### src/rtl/demux2_stage_if.sv
// demux2_stage_if: valid/ready bundle for the 1-to-2 steering stage.
// One input stream (in_*) and two output streams (out0_*, out1_*).
// The stage side uses modport slave; the producer/consumer side uses modport master.
interface demux2_stage_if #(
    parameter int unsigned WIDTH = 32
);
    logic             in_valid;
    logic             in_ready;
    logic             in_sel;
    logic [WIDTH-1:0] in_data;

    logic             out0_valid;
    logic             out0_ready;
    logic [WIDTH-1:0] out0_data;

    logic             out1_valid;
    logic             out1_ready;
    logic [WIDTH-1:0] out1_data;

    // Stage view: consumes the input stream and produces both output streams.
    modport slave (
        input  in_valid,
        output in_ready,
        input  in_sel,
        input  in_data,
        output out0_valid,
        input  out0_ready,
        output out0_data,
        output out1_valid,
        input  out1_ready,
        output out1_data
    );

    // Environment view: produces the input stream and consumes both outputs.
    modport master (
        output in_valid,
        input  in_ready,
        output in_sel,
        output in_data,
        input  out0_valid,
        output out0_ready,
        input  out0_data,
        input  out1_valid,
        output out1_ready,
        input  out1_data
    );
endinterface

### src/rtl/demux2_stage.sv
// demux2_stage: registered 1-to-2 steering stage.
// Each beat goes, by in_sel, to one of two outputs. Each output owns a
// one-entry holding register, so a stalled output never blocks the other one.
// Optional transfer counters cnt0/cnt1 are built when DEMUX2_STAGE_COUNT_EN
// is defined.
module demux2_stage #(
    parameter int unsigned WIDTH = 32
) (
    input  logic                clk,
    input  logic                reset_n,
    demux2_stage_if.slave       bus
`ifdef DEMUX2_STAGE_COUNT_EN
    ,
    output logic [31:0]         cnt0,
    output logic [31:0]         cnt1
`endif
);
    localparam int unsigned CNT_W = 32;

    logic             out0_valid_q, out0_valid_d;
    logic             out1_valid_q, out1_valid_d;
    logic [WIDTH-1:0] out0_data_q,  out0_data_d;
    logic [WIDTH-1:0] out1_data_q,  out1_data_d;

    logic slot0_rdy, slot1_rdy;
    logic drain0, drain1;
    logic load0, load1;

    // Slot readiness, drain and load qualifiers; in_valid gates in_sel so an
    // undriven select on an idle cycle cannot reach the registers.
    always_comb begin
        slot0_rdy = ~out0_valid_q | bus.out0_ready;
        slot1_rdy = ~out1_valid_q | bus.out1_ready;
        drain0    = out0_valid_q & bus.out0_ready;
        drain1    = out1_valid_q & bus.out1_ready;
        load0     = bus.in_valid & reset_n & ~bus.in_sel & slot0_rdy;
        load1     = bus.in_valid & reset_n &  bus.in_sel & slot1_rdy;
    end

    // Next-state for both holding registers: reload wins over drain.
    always_comb begin
        out0_valid_d = out0_valid_q;
        out1_valid_d = out1_valid_q;
        out0_data_d  = out0_data_q;
        out1_data_d  = out1_data_q;
        if (drain0) out0_valid_d = 1'b0;
        if (drain1) out1_valid_d = 1'b0;
        if (load0) begin
            out0_valid_d = 1'b1;
            out0_data_d  = bus.in_data;
        end
        if (load1) begin
            out1_valid_d = 1'b1;
            out1_data_d  = bus.in_data;
        end
    end

    // Holding registers with synchronous active-low reset.
    always_ff @(posedge clk) begin
        if (!reset_n) begin
            out0_valid_q <= 1'b0;
            out1_valid_q <= 1'b0;
            out0_data_q  <= '0;
            out1_data_q  <= '0;
        end else begin
            out0_valid_q <= out0_valid_d;
            out1_valid_q <= out1_valid_d;
            out0_data_q  <= out0_data_d;
            out1_data_q  <= out1_data_d;
        end
    end

    // Ready is combinational on in_sel and the selected consumer ready.
    assign bus.in_ready   = reset_n & (bus.in_sel ? slot1_rdy : slot0_rdy);
    assign bus.out0_valid = out0_valid_q;
    assign bus.out1_valid = out1_valid_q;
    assign bus.out0_data  = out0_data_q;
    assign bus.out1_data  = out1_data_q;

`ifdef DEMUX2_STAGE_COUNT_EN
    logic [CNT_W-1:0] cnt0_q, cnt0_d;
    logic [CNT_W-1:0] cnt1_q, cnt1_d;

    // Transfer counters wrap naturally modulo 2^32.
    always_comb begin
        cnt0_d = cnt0_q;
        cnt1_d = cnt1_q;
        if (drain0) cnt0_d = cnt0_q + CNT_W'(1);
        if (drain1) cnt1_d = cnt1_q + CNT_W'(1);
    end

    // Counter registers.
    always_ff @(posedge clk) begin
        if (!reset_n) begin
            cnt0_q <= '0;
            cnt1_q <= '0;
        end else begin
            cnt0_q <= cnt0_d;
            cnt1_q <= cnt1_d;
        end
    end

    assign cnt0 = cnt0_q;
    assign cnt1 = cnt1_q;
`endif
endmodule

### src/flat_wrapper.sv
// flat-port wrapper written by rule: the top's interface ports become plain ports
module demux2_stage_flat 
#(
    parameter int unsigned WIDTH = 32
)
  (clk, reset_n, bus_in_valid, bus_in_ready, bus_in_sel, bus_in_data, bus_out0_valid, bus_out0_ready, bus_out0_data, bus_out1_valid, bus_out1_ready, bus_out1_data);
  demux2_stage_if #(.WIDTH(WIDTH)) bus_i ();
  input  logic clk;
  input  logic reset_n;
  input wire logic [$bits(bus_i.in_valid)-1:0] bus_in_valid;
  output wire logic [$bits(bus_i.in_ready)-1:0] bus_in_ready;
  input wire logic [$bits(bus_i.in_sel)-1:0] bus_in_sel;
  input wire logic [$bits(bus_i.in_data)-1:0] bus_in_data;
  output wire logic [$bits(bus_i.out0_valid)-1:0] bus_out0_valid;
  input wire logic [$bits(bus_i.out0_ready)-1:0] bus_out0_ready;
  output wire logic [$bits(bus_i.out0_data)-1:0] bus_out0_data;
  output wire logic [$bits(bus_i.out1_valid)-1:0] bus_out1_valid;
  input wire logic [$bits(bus_i.out1_ready)-1:0] bus_out1_ready;
  output wire logic [$bits(bus_i.out1_data)-1:0] bus_out1_data;
  assign bus_i.in_valid = bus_in_valid;
  assign bus_in_ready = bus_i.in_ready;
  assign bus_i.in_sel = bus_in_sel;
  assign bus_i.in_data = bus_in_data;
  assign bus_out0_valid = bus_i.out0_valid;
  assign bus_i.out0_ready = bus_out0_ready;
  assign bus_out0_data = bus_i.out0_data;
  assign bus_out1_valid = bus_i.out1_valid;
  assign bus_i.out1_ready = bus_out1_ready;
  assign bus_out1_data = bus_i.out1_data;
  demux2_stage #(.WIDTH(WIDTH)) u_core (.clk(clk), .reset_n(reset_n), .bus(bus_i));
endmodule
### config.mk
export PLATFORM = sky130hd
export DESIGN_NAME = demux2_stage_flat
export DESIGN_NICKNAME = d
export VERILOG_FILES = /design/src/rtl/demux2_stage_if.sv /design/src/rtl/demux2_stage.sv /design/src/flat_wrapper.sv
export SDC_FILE = /design/constraint.sdc
export NUM_CORES = 1
export LEC_CHECK = 0
export ABC_CLOCK_PERIOD_IN_PS = 1200
export BUFFER_PORTS_ARGS = -buffer_cell sky130_fd_sc_hd__buf_2
export CAP_MARGIN = 5
export CORE_MARGIN = 4
export CORE_UTILIZATION = 30
export DETAILED_ROUTE_END_ITERATION = 12
export SLEW_MARGIN = 10
export SYNTH_ARGS = -nofsm -noshare
export SYNTH_HDL_FRONTEND = slang
export SYNTH_SLANG_ARGS = --single-unit
### constraint.sdc
create_clock -name clk -period 1.2 [get_ports clk]
set_input_delay 0.12 -clock clk [delete_from_list [all_inputs] [get_ports clk]]
set_output_delay 0.12 -clock clk [all_outputs]
set_load 0.01 [all_outputs]
==> impl_metrics.ini <==
[logic_synthesis]
synth.avg_cell_area_um2 = 10.2
syn_area_um2 = 2590
synthCells = 255
ys_top_cells_by_area = dfxtp_1 51%, mux2i_1 25%, nand2_1 14%, buf_12 2.3%, buf_8 1.7%
ys_ff_latch = 66
synth_cell_types = 17
ys_seq_area_share_pct = 51.0
synth_top_area_share_pct = 51.0
syn_nets = 293
synth_top_area_cell = dfxtp_1
yosysWarnings = 0

[setup_path]
cp_top_family = flip-flops
critical_path.cell_chain = and2b_2, nand2_1, o211a_1, buf_2
cp_slowest_cell = dfxtp_2
cp_data_arrival_time_ns = 1.14
critPathMaxFanout = 2
max_stage_delay_ns = 0.32
path_class = reg2out
endpoint_kind = output port
crit_path_start_kind = flip-flop
path_buf_inv = 1
worst-endpoint-required_ns = 1.08
reg2reg_slack_ns = -0.05

[hold_path]
hold_class = in2reg

[detailed_routing]
drc = 0
drt_iter0_drc = 53
wl_per_cell_um = 12.2
totalWireLength_um = 5730
drt-pass1-iter-count = 5
num_vias = 2037
ant_nets = 0
routed_via_density = 4.34

[timing]
fmax_mhz = 791
setup_viol_count_final = 24
hold_viol = 0
fin_skew_ns = 0.00631
maxSlewViolCount = 0
relSlewSlack_pct = 84.5
period_needed_ns = 1.26
rsz0062_at_grt = yes
tightestPinTransition_ns = 0.233
fin_crit_sh_pct = 105
fin_ws_ns = -0.0650

[run_status]
status = finished, violations left
violations = setup timing

[die]
fp.dieH_um = 101
num_rows = 33
die_area_um2 = 10200
initial_core_util_pct = 31.2
core_area_um2 = 8300
io_pins = 105
die-width_um = 101

[cells_and_area]
fin_util_pct = 41.2
fill_cells = 842
area_delta_synth_final_pct = 31.9
final_area_um2 = 3420
num-nets-final = 397
layout_commonest_cell = buf_2
drive_gt1_share_pct = 36.8
final_cell_mix = 104 x buf_2, 98 x nand2_1, 64 x dfxtp_1, 63 x mux2i_1, 14 x clkbuf_8
diodes = 0

[global_routing]
grt_use_total_pct = 11.5
antenna_found_initial = 0
grt_pass1_vias = 1957
grt_pass1_wl_um = 9180
grt_max_degree = 58
grt_overflow = 0

[clocking]
htree_levels = 3
numCtsBuffers = 9
cts.path.max_buffers = 2
clk_latency_ns = 0.33
cts.sinks = 66
cts_tree = yes
cts-root-buf = clkbuf_8
clk_pin_slew_ns = 0.07

[place]
routabilityCongestion = 0.665
io_buffers = 104
hpwl_um = 4070
post-place-ws_ns = 0.0413
place_area_um2 = 3200

[pwr]
leakage_uw = 0.00163
vdd.ir_drop.worst_uv = 553
p_per_area_nw_per_um2 = 1400

[run]
cap_violations = 0
what timing repair did:
item	CTS	global route
pin swaps	2	0
buffers inserted	1	0
resized for setup	1	2
hold buffers	0	0
endpoints found under the setup margin	1	34
layer usage:
metal	wire length (um)	track usage, %	vias up
met3	503	4.15	13
li1	-	-	1038
met1	2560	14.2	918
met4	128	6.24	0
met2	2540	17.5	68
met5	0	0	-
Yosys cell counts (all sizes together):
master,count
and2b,1
a21boi,1
nand2b,2
a21oi,1
mux2i,64
nor2,1
nand2,98
nor2b,2
o211a,1
dfxtp,66
buf,11
clkbuf,7
through the flow:
stage / cells / power, uW / setup TNS [ns] / hold slack (ns)
floorplan: 255 / 2780 / 0 / 0.283
global placement: 452 / 2990 / 0 / 0.398
detailed placement: 452 / 3010 / 0 / 0.400
CTS: 469 / 4870 / -0.677 / 0.0357
global route: 469 / 5020 / -2.83 / 0.0508
finish: 469 / 4780 / -0.477 / 0.0565
path summary, 6_finish.rpt:
kind	cells past startpoint	start	to
min	3	bus_in_data[22]	u_core.bus.out0_data[22]
max reg2reg	5	u_core.bus.out1_valid	u_core.bus.out1_data[1]
max	4	u_core.bus.out1_valid	bus_in_ready
min reg2reg	2	u_core.bus.out0_data[1]	u_core.bus.out0_data[1]
power breakdown:
group	switching, uW	leakage (uW)	internal (uW)	total (uW)
sequential	56.7	0.000541	2310	2360
combinational	308	0.000982	280	588
clock	799	0.000106	1030	1830
sequential cells by signal, indices dropped and copies added, names as in the netlist:
| name | count |
|---|---|
| u_core.bus.out0_data | 32 |
| u_core.bus.out1_data | 32 |
| u_core.bus.out0_valid | 1 |
| u_core.bus.out1_valid | 1 |
worst register-to-register path, stage by stage, from the launching register on:
cell and delay [ns]:
dfxtp_2 0.32, and2b_2 0.19, buf_4 0.15, nor2_8 0.11, buf_12 0.18, mux2i_1 0.22
cell families after synthesis:
logic type	Yosys count	synth area share, %
simple gates	104	17.0
flops	66	51.0
mux	64	24.7
buf+inv	18	6.38
compound gates	3	0.870
final cells by class:
class,instances,area (um^2),share of cell area [%]
Clock buffer,15,196,5.75
Tap cell,105,131,3.85
Multi-Input combinational cell,171,1110,32.5
Timing Repair Buffer,111,648,19.0
Clock inverter,1,5.00,0.147
Sequential cell,66,1320,38.8
Power figures use the tool's default switching activity.
